<file path="src/rtl/ov7670_dvp_emulator.sv">
// OV7670-style DVP transmitter in RGB444 mode.
// Produces the sensor's vsync/href/pixel-byte timing from the pclk domain.
// Every register changes on the falling pclk edge so that a receiver
// sampling on the rising edge sees stable data. Outputs are registered
// copies of values computed from the next state. They therefore line up
// exactly with the state and counter registers.
module ov7670_dvp_emulator #(
    parameter int unsigned H_PIX       = 640,
    parameter int unsigned V_ROWS      = 480,
    parameter int unsigned H_BLANK     = 288,
    parameter int unsigned VSYNC_LINES = 3,
    parameter int unsigned VBP_LINES   = 17,
    parameter int unsigned VFP_LINES   = 10,
    parameter logic [11:0] LFSR_SEED   = 12'hACE
) (
    input  logic        i_pclk,
    input  logic        i_rstn_pclk,
    input  logic        i_start,
    input  logic        i_continuous,
    input  logic [1:0]  i_pattern_sel,
    input  logic [11:0] i_solid_rgb,
    output logic        o_pix_vsync,
    output logic        o_pix_href,
    output logic [7:0]  o_pix_byte,
    output logic        o_frame_done,
    output logic        o_busy
);

    function automatic int unsigned max2(input int unsigned a, input int unsigned b);
        if (a > b) begin
            max2 = a;
        end else begin
            max2 = b;
        end
    endfunction

    // 12-bit Fibonacci LFSR, x^12+x^11+x^10+x^4+1; a nonzero state never maps to zero
    function automatic logic [11:0] lfsr_next(input logic [11:0] s);
        lfsr_next = {s[10:0], s[11] ^ s[10] ^ s[9] ^ s[3]};
    endfunction

    // Colour of each of the eight vertical bars, left to right
    function automatic logic [11:0] bar_rgb(input logic [2:0] idx);
        case (idx)
            3'd0:    bar_rgb = 12'hFFF;
            3'd1:    bar_rgb = 12'hFF0;
            3'd2:    bar_rgb = 12'h0FF;
            3'd3:    bar_rgb = 12'h0F0;
            3'd4:    bar_rgb = 12'hF0F;
            3'd5:    bar_rgb = 12'hF00;
            3'd6:    bar_rgb = 12'h00F;
            3'd7:    bar_rgb = 12'h000;
            default: bar_rgb = 12'h000;
        endcase
    endfunction

    localparam int unsigned T_LINE  = 2 * H_PIX + H_BLANK;
    localparam int unsigned VS_LEN  = VSYNC_LINES * T_LINE;
    localparam int unsigned VBP_LEN = VBP_LINES * T_LINE;
    localparam int unsigned VFP_LEN = VFP_LINES * T_LINE;
    localparam int unsigned ACT_LEN = 2 * H_PIX;
    localparam int unsigned MAX_LEN = max2(max2(max2(VS_LEN, VBP_LEN), max2(VFP_LEN, ACT_LEN)), H_BLANK);

    localparam int unsigned CNT_W = max2($clog2(MAX_LEN), 1);
    localparam int unsigned ROW_W = max2($clog2(V_ROWS), 1);
    localparam int unsigned COL_W = max2($clog2(H_PIX), 1);

    localparam logic [CNT_W-1:0] CNT_ZERO   = CNT_W'(0);
    localparam logic [CNT_W-1:0] CNT_ONE    = CNT_W'(1);
    localparam logic [CNT_W-1:0] VS_LAST    = CNT_W'(VS_LEN - 1);
    localparam logic [CNT_W-1:0] VBP_LAST   = CNT_W'(VBP_LEN - 1);
    localparam logic [CNT_W-1:0] VFP_LAST   = CNT_W'(VFP_LEN - 1);
    localparam logic [CNT_W-1:0] ACT_LAST   = CNT_W'(ACT_LEN - 1);
    localparam logic [CNT_W-1:0] BLANK_LAST = CNT_W'(H_BLANK - 1);
    localparam logic [ROW_W-1:0] ROW_ZERO   = ROW_W'(0);
    localparam logic [ROW_W-1:0] ROW_ONE    = ROW_W'(1);
    localparam logic [ROW_W-1:0] ROW_LAST   = ROW_W'(V_ROWS - 1);
    localparam logic [COL_W-1:0] COL_ZERO   = COL_W'(0);
    localparam logic [COL_W-1:0] COL_ONE    = COL_W'(1);
    // Bar width in pixels; clamped to 1 so tiny test geometries stay legal
    localparam logic [15:0]      BAR_DIV    = 16'(max2(H_PIX / 8, 1));

    typedef enum logic [2:0] {
        S_IDLE      = 3'd0,
        S_VSYNC     = 3'd1,
        S_VBP       = 3'd2,
        S_ROW_ACT   = 3'd3,
        S_ROW_BLANK = 3'd4,
        S_VFP       = 3'd5
    } state_t;

    state_t             state_q, state_d;
    logic [CNT_W-1:0]   cnt_q, cnt_d;
    logic [ROW_W-1:0]   row_q, row_d;
    logic [COL_W-1:0]   col_q, col_d;
    logic [11:0]        lfsr_q, lfsr_d;
    logic [1:0]         sel_q, sel_d;
    logic [11:0]        solid_q, solid_d;
    logic               vsync_q, vsync_d;
    logic               href_q, href_d;
    logic [7:0]         byte_q, byte_d;
    logic               done_q, done_d;
    logic               busy_q, busy_d;

    logic               start_frame_s;
    logic [15:0]        col16_s;
    logic [15:0]        bar16_s;
    logic [2:0]         bar_s;
    logic [11:0]        rgb_s;

    // Next-state, interval counters and per-frame latches
    always_comb begin
        state_d       = state_q;
        cnt_d         = cnt_q;
        row_d         = row_q;
        col_d         = col_q;
        lfsr_d        = lfsr_q;
        sel_d         = sel_q;
        solid_d       = solid_q;
        start_frame_s = 1'b0;

        case (state_q)
            S_IDLE: begin
                if (i_start) begin
                    start_frame_s = 1'b1;
                end else begin
                    cnt_d = CNT_ZERO;
                end
            end
            S_VSYNC: begin
                if (cnt_q == VS_LAST) begin
                    state_d = S_VBP;
                    cnt_d   = CNT_ZERO;
                end else begin
                    cnt_d = cnt_q + CNT_ONE;
                end
            end
            S_VBP: begin
                if (cnt_q == VBP_LAST) begin
                    state_d = S_ROW_ACT;
                    cnt_d   = CNT_ZERO;
                    col_d   = COL_ZERO;
                end else begin
                    cnt_d = cnt_q + CNT_ONE;
                end
            end
            S_ROW_ACT: begin
                // The odd byte closes a pixel: step the LFSR for the next one
                if (cnt_q[0]) begin
                    lfsr_d = lfsr_next(lfsr_q);
                end else begin
                    lfsr_d = lfsr_q;
                end
                if (cnt_q == ACT_LAST) begin
                    state_d = S_ROW_BLANK;
                    cnt_d   = CNT_ZERO;
                    col_d   = COL_ZERO;
                end else begin
                    cnt_d = cnt_q + CNT_ONE;
                    if (cnt_q[0]) begin
                        col_d = col_q + COL_ONE;
                    end else begin
                        col_d = col_q;
                    end
                end
            end
            S_ROW_BLANK: begin
                if (cnt_q == BLANK_LAST) begin
                    cnt_d = CNT_ZERO;
                    if (row_q == ROW_LAST) begin
                        state_d = S_VFP;
                    end else begin
                        state_d = S_ROW_ACT;
                        row_d   = row_q + ROW_ONE;
                        col_d   = COL_ZERO;
                    end
                end else begin
                    cnt_d = cnt_q + CNT_ONE;
                end
            end
            S_VFP: begin
                if (cnt_q == VFP_LAST) begin
                    if (i_continuous && i_start) begin
                        start_frame_s = 1'b1;
                    end else begin
                        state_d = S_IDLE;
                        cnt_d   = CNT_ZERO;
                    end
                end else begin
                    cnt_d = cnt_q + CNT_ONE;
                end
            end
            default: begin
                state_d = S_IDLE;
                cnt_d   = CNT_ZERO;
            end
        endcase

        // Frame entry: clear position, reseed, and capture the pattern choice
        if (start_frame_s) begin
            state_d = S_VSYNC;
            cnt_d   = CNT_ZERO;
            row_d   = ROW_ZERO;
            col_d   = COL_ZERO;
            lfsr_d  = LFSR_SEED;
            sel_d   = i_pattern_sel;
            solid_d = i_solid_rgb;
        end else begin
            sel_d   = sel_q;
        end
    end

    // Pixel colour and output values for the cycle about to be presented
    always_comb begin
        col16_s = 16'(col_d);
        bar16_s = col16_s / BAR_DIV;
        if (bar16_s > 16'd7) begin
            bar_s = 3'd7;
        end else begin
            bar_s = bar16_s[2:0];
        end

        case (sel_d)
            2'd0:    rgb_s = bar_rgb(bar_s);
            2'd1:    rgb_s = {col16_s[5:2], col16_s[5:2], col16_s[5:2]};
            2'd2:    rgb_s = lfsr_d;
            2'd3:    rgb_s = solid_d;
            default: rgb_s = solid_d;
        endcase

        vsync_d = (state_d == S_VSYNC);
        href_d  = (state_d == S_ROW_ACT);
        busy_d  = (state_d != S_IDLE);
        done_d  = (state_d == S_VFP) && (cnt_d == VFP_LAST);

        // Even byte carries red with a fixed high nibble, odd byte carries green/blue
        if (href_d) begin
            if (cnt_d[0]) begin
                byte_d = rgb_s[7:0];
            end else begin
                byte_d = {4'hF, rgb_s[11:8]};
            end
        end else begin
            byte_d = 8'h00;
        end
    end

    // State, counters and output registers, all on the falling pclk edge
    always_ff @(negedge i_pclk or negedge i_rstn_pclk) begin
        if (!i_rstn_pclk) begin
            state_q <= S_IDLE;
            cnt_q   <= CNT_ZERO;
            row_q   <= ROW_ZERO;
            col_q   <= COL_ZERO;
            lfsr_q  <= 12'h000;
            sel_q   <= 2'd0;
            solid_q <= 12'h000;
            vsync_q <= 1'b0;
            href_q  <= 1'b0;
            byte_q  <= 8'h00;
            done_q  <= 1'b0;
            busy_q  <= 1'b0;
        end else begin
            state_q <= state_d;
            cnt_q   <= cnt_d;
            row_q   <= row_d;
            col_q   <= col_d;
            lfsr_q  <= lfsr_d;
            sel_q   <= sel_d;
            solid_q <= solid_d;
            vsync_q <= vsync_d;
            href_q  <= href_d;
            byte_q  <= byte_d;
            done_q  <= done_d;
            busy_q  <= busy_d;
        end
    end

    assign o_pix_vsync  = vsync_q;
    assign o_pix_href   = href_q;
    assign o_pix_byte   = byte_q;
    assign o_frame_done = done_q;
    assign o_busy       = busy_q;

endmodule

</file>
<file path="config.mk">
export PLATFORM = sky130hd
export DESIGN_NAME = ov7670_dvp_emulator
export DESIGN_NICKNAME = d
export VERILOG_FILES = /design/src/rtl/ov7670_dvp_emulator.sv
export SDC_FILE = /design/constraint.sdc
export NUM_CORES = 1
export LEC_CHECK = 0
export ABC_CLOCK_PERIOD_IN_PS = 3100
export CORE_AREA = 2 2 87 89
export DETAILED_ROUTE_END_ITERATION = 6
export DIE_AREA = 0 0 89 91
export PLACE_DENSITY_LB_ADDON = 0.05
export REMOVE_ABC_BUFFERS = 1
export SLEW_MARGIN = 25
export SYNTH_ARGS = -nofsm -noshare
export SYNTH_HDL_FRONTEND = slang
export SYNTH_SLANG_ARGS = --single-unit
</file>
<file path="constraint.sdc">
create_clock -name i_pclk -period 3.1 [get_ports i_pclk]
set_input_delay 0.31 -clock i_pclk [delete_from_list [all_inputs] [get_ports i_pclk]]
set_output_delay 0.31 -clock i_pclk [all_outputs]
set_load 0.01 [all_outputs]
</file>
==> metrics.cfg, run 1 <==
[clocking]
clock-sinks=75
tritoncts=yes
numCtsBuffers=9
h-tree-depth=3
clk_pin_slew_ns=0.06
clk_latency_ns=0.34
clock_path_buffers=2
clockRootBuffer=clkbuf_8

[synth]
synthCells=469
yosys-top-cells-count=nand2_1, dfrtn_1, nor2_1
synthTopCellsByArea=dfrtn_1, nand2_1, nor2_1
syn_area_um2=4150
synth_top_area_cell=dfrtn_1
synth_top_area_frac=0.452
postSynthAreaPerCell_um2=8.85
yosys_most_used_dff=dfrtn_1
synthArstFlopShare=1.00
ys_types=67
yosysSeqAreaShare=0.452
yosysMostFrequentCell=nand2_1
ys_ff_latch=75
yosysWarnings=0
synth_enable_flop_cells=0

[routing]
dr.first_iter.drc_count=281
via_count=3967
ant_nets=0
routed_wl_um=11700
drc=0
routed_via_density=5.91
firstDrtPassIters=5
wl_per_cell_um=17.5

[floorplan]
io_pins=30
die_x_um=89
row_count=31
initial_core_util=0.582
core_um2=7140
die_h_um=91
die-area_um2=8100

[sta]
slew-limit-headroom=0.607
setup-violations-final=10
drv_slew=0
worst_slew_pin_slew_ns=0.585
worst_slack_ns=-0.316
hold_viol=0
rsz0062_at_grt=yes
fin_worst_skew_ns=0.00738

[power_and_ir_drop]
ir_worst_vdd_mv=0.518
pwr_density_cell_nw_per_um2=643
power.total_mw=3.61
p_leak_nw=2.54

[worst_setup_path]
start_kind=primary input
reg2reg_to=o_pix_byte[2]$_DFF_NN0_
critPathLaunch=i_start
cp.required_ns=1.72
ff2ff_path_depth=10
endpoint=o_pix_byte[2]$_DFF_NN0_
rrSetupSlack_ns=-0.06
crit_fanout=8
crit_type=in2reg
endpoint_kind=register
r2r_start=cnt_q[1]$_DFF_NN0_
cp_data_arrival_time_ns=2.04

[outcome]
status=finished, violations left
violations=setup timing

[grt]
grt_max_degree=35
grt_pass1_vias=3905
track_usage=0.305
overflow=0
grt_antenna_before_repair=0
grt_pass1_wl_um=19100

[final_layout]
fin_util=0.786
num_antenna_cells=0
syn_to_final_growth_pct=35.2
layout-drive-gt1-share=0.264
num-nets-final=588

[placement]
gp_congestion=0.896
hpwl_um=7740
portBuffers=29

[run]
drv_cap=0

[min_path]
hp-class=reg2reg

## worst min-delay path by stage
stage | to | cells past startpoint | from | slack [ns]
3_3_place_gp | solid_q[9]$_DFF_NN0_ | 2 | solid_q[9]$_DFF_NN0_ | 0.41
3_5_place_dp | solid_q[4]$_DFF_NN0_ | 2 | solid_q[4]$_DFF_NN0_ | 0.41
6_report | solid_q[4]$_DFF_NN0_ | 2 | solid_q[4]$_DFF_NN0_ | 0.41
2_1_floorplan | solid_q[1]$_DFF_NN0_ | 2 | solid_q[1]$_DFF_NN0_ | 0.39
5_1_grt | solid_q[0]$_DFF_NN0_ | 2 | solid_q[0]$_DFF_NN0_ | 0.44
4_1_cts | solid_q[4]$_DFF_NN0_ | 2 | solid_q[4]$_DFF_NN0_ | 0.41
## metrics by stage
stage | instance area (um2) | worst slack [ns] | hold slack, ns | TNS [ns] | instances
floorplan | 4040 | -1.62 | 0.391 | -25.98 | 447
global placement | 4970 | -1.14 | 0.411 | -34.75 | 642
detailed placement | 4970 | -1.26 | 0.414 | -37.33 | 642
CTS | 5490 | -0.172 | 0.415 | -1.22 | 668
global route | 5610 | -0.377 | 0.441 | -2.37 | 671
finish | 5610 | -0.316 | 0.413 | -1.79 | 671
## metal layers
metal  global-route usage  wire length (um)
met3               0.0491               593
met4                0.112               303
met5                    0                 0
met1                0.441              5250
met2                0.461              5590
## worst max-delay path, stage by stage
cell,delay (ns)
buf_8,0.10
nor4b_4,0.13
a21oi_4,0.36
buf_6,0.17
mux2i_2,0.20
buf_4,0.18
mux2i_1,0.24
nand2_1,0.10
o211ai_1,0.12
o22ai_1,0.11
## repair_timing
item,4_1_cts,5_1_grt
hold buffers,0,0
gates resized for setup,68,20
setup buffers,11,4
setup endpoints to repair,67,10
pin swaps,20,17
## cells by family (layout without fill, tap and decap cells)
logic type      after synthesis  in the layout  share of synthesized area
xor+xnor                     23             23                     0.0485
fa+ha+maj                     3              3                    0.00904
mux                           7              7                     0.0187
flops                        75             75                      0.452
compound gates               89             89                      0.144
buf+inv                      37            140                     0.0410
simple gates                235            235                      0.286
## layout make-up
type	instances	area, um2
Tap cell	99	124
Fill cell	479	1530
Sequential cell	75	1880
Clock inverter	6	136
Timing Repair Buffer	109	933
Clock buffer	10	128
Inverter	15	58.8
Multi-Input combinational cell	357	2350
## where the power goes
part | switching [mW] | total [mW] | internal [mW]
sequential | 0.0877 | 1.22 | 1.13
combinational | 0.760 | 1.38 | 0.618
clock | 0.396 | 1.02 | 0.620
## registers in the layout, indices dropped and copies added, names as in the netlist
register and cells:
cnt_q 15, col_q 10, lfsr_q 12, o_busy 1, o_frame_done 1, o_pix_byte 8, o_pix_href 1, o_pix_vsync 1
row_q 9, sel_q 2, solid_q 12, state_q 3
## layout by cell type, fill, tap and decap left out, types with 8 or more instances in the layout
cell type	count
clkbuf_8	9
o21ai_1	8
inv_1	13
nand4_1	15
nor2_1	45
xnor2_1	11
dlygate4sd2_1	12
a21oi_1	16
xor2_1	12
nand2_1	82
o21ai_0	14
dfrtn_1	75
nand3_1	21
clkdlybuf4s50_1	14
buf_6	10
buf_4	70
(Power assumes the default switching activity.)
==> run 2: changes to the inputs <==
- GPL_TIMING_DRIVEN: default -> 0
==> run 2 against run 1 <==
  * The flow still finishes with violations (setup timing)
  * Count of clock-buffer cells in the layout stayed put
  * Sequential cell count stayed put
  * Non-clock buffer count is 41 lower
  * Critical path depth is 1 higher
  * Critical path type unchanged
  * Utilization is 4.4 points lower
  * Worst hold slack better by 0.0011 ns
==> metrics.cfg, run 2 (synthesis results as in run 1) <==
[outcome]
status=finished, violations left
violations=setup timing

[routing]
dr.first_iter.drc_count=168
wl_per_cell_um=17.4
drc=0
routed_wl_um=11000
firstDrtPassIters=5
ant_nets=0
routed_via_density=6.05
via_count=3815

[clocking]
clk_pin_slew_ns=0.05
clk_latency_ns=0.33
clockRootBuffer=clkbuf_8
tritoncts=yes
h-tree-depth=3
numCtsBuffers=9
clock-sinks=75
clock_path_buffers=2
cts_hold_buf=0

[power_and_ir_drop]
netSwitchingPower_mw=1.24
ir_worst_vdd_mv=0.466
p_leak_nw=2.33
p_comb_frac=0.409
pwr_density_cell_nw_per_um2=633
switching_share=0.369
pwr-share-clk=0.224
p_int_mw=2.12
pwr-share-seq=0.367
power.total_mw=3.35

[grt]
grt_pass1_vias=3596
grt_pass1_wl_um=17600
overflow=0
grt_max_degree=50
grt_antenna_before_repair=0
track_usage=0.277

[sta]
rsz0062_at_grt=yes
slew-limit-headroom=0.498
worst_slack_ns=-0.264
setup-violations-final=8
worst_slew_pin_slew_ns=0.747
fin_worst_skew_ns=0.0105
hold_viol=0
drv_slew=0

[worst_setup_path]
cp.required_ns=1.70
cpPeakStageDelay_ns=0.32
crit_fanout=8
crit_slowest_cell=mux2i_4
reg2reg_to=o_pix_byte[1]$_DFF_NN0_
cp_data_arrival_time_ns=1.97
critPathLaunch=i_start
rrSetupSlack_ns=-0.08
r2r_start=cnt_q[0]$_DFF_NN0_
endpoint_kind=register
start_kind=primary input
crit_path_frequent_cell=buf_12
endpoint=o_pix_byte[5]$_DFF_NN0_
crit_type=in2reg
ff2ff_path_depth=11
crit_chain=buf_8 -> nor4b_4 -> a21oi_4 -> buf_12 -> mux2i_4 -> clkinvlp_4 -> buf_12 -> buf_6 -> nor2_2 -> a311o_1 -> a31oi_1

[final_layout]
layout_common_cells=nand2_1, dfrtn_1, nor2_1
final_common_cell=nand2_1
num-nets-final=548
fin_util=0.742
finalNonFillerCells=631
largest_reg_flops=15
reg_top3=cnt_q x15, lfsr_q x12, solid_q x12
regMostFlops=cnt_q
fin_area_um2=5300
syn_to_final_growth_pct=27.6
layout-drive-gt1-share=0.216
num_antenna_cells=0

[floorplan]
die_x_um=89
io_pins=30
row_count=31
die-area_um2=8100
die_h_um=91
core_um2=7140
initial_core_util=0.582

[placement]
placed_area_um2=4510
portBuffers=29
post-place-ws_ns=-2.26
dp.cells=577
hpwl_um=6520
gp_congestion=0.872

[min_path]
hp-class=reg2reg
min_path_cells=2

[run]
drv_cap=0

## run 2: changes by cell type in the layout (fill, tap and decap cells not counted), moves of 3 or more
cell and change:
buf_6 -4, mux2_2 +3, buf_4 -39, bufinv_16 -3, mux2_4 -3
## run 2: through the flow
| step | setup TNS, ns | hold slack [ns] |
|---|---|---|
| final | -1.67 | 0.414 |
| after global routing | -2.02 | 0.447 |
| after CTS | -1.24 | 0.414 |
| after detailed placement | -62.26 | 0.411 |
| after global placement | -267.95 | 0.406 |
| after floorplan | -25.98 | 0.391 |
## run 2: per-layer routing
metal | vias up | routed length, um | track usage
met3 | 21 | 576 | 0.0355
met2 | 135 | 5260 | 0.429
met4 | 0 | 193 | 0.0734
met5 | - | 0 | 0
met1 | 1888 | 4940 | 0.412
li1 | 1771 | - | -
## run 2: worst min path at each step
stage	startpoint	to
floorplan	solid_q[1]$_DFF_NN0_	solid_q[1]$_DFF_NN0_
global placement	solid_q[8]$_DFF_NN0_	solid_q[8]$_DFF_NN0_
detailed placement	solid_q[6]$_DFF_NN0_	solid_q[6]$_DFF_NN0_
CTS	solid_q[5]$_DFF_NN0_	solid_q[5]$_DFF_NN0_
global route	solid_q[5]$_DFF_NN0_	solid_q[5]$_DFF_NN0_
finish	solid_q[5]$_DFF_NN0_	solid_q[5]$_DFF_NN0_
## run 2: timing repair
action                                  4_1_cts  5_1_grt
endpoints found under the setup margin       85       10
pin swaps                                    21       15
resized for setup                            71       16
endpoints found under the hold margin         0        0
cloned                                        1        0
buffers inserted                             28        9
## run 2: final cells by class
type	instances	area, um2
clock inverters	6	63.8
fillers	535	1840
flip-flops and latches	75	1880
inverters	15	62.6
repair buffers	68	648
multi-input cells	358	2400
clock buffers	10	128
well taps	99	124
## run 2: worst max-delay path, delay by kind of cell
kind                   cells  cell delay, ns
and+or+nand+nor            2            0.19
muxes                      1            0.32
AOI/OAI and AO/OA          3            0.43
buffers and inverters      5            0.71
## run 2: power groups by stage
stage          registers, mW  clock network (mW)  logic (mW)
5_1_grt                 1.24               0.811        1.47
2_1_floorplan           1.23                   0       0.572
4_1_cts                 1.23               0.761        1.20
3_5_place_dp            1.25                   0       0.854
3_3_place_gp            1.24                   0       0.810
6_report                1.23               0.753        1.37
==> run 3: changes to the inputs <==
- CTS_CLUSTER_SIZE: default -> 10
==> results of run 3 <==
No change in the layout: final DEF, timing and power equal those of run 2.
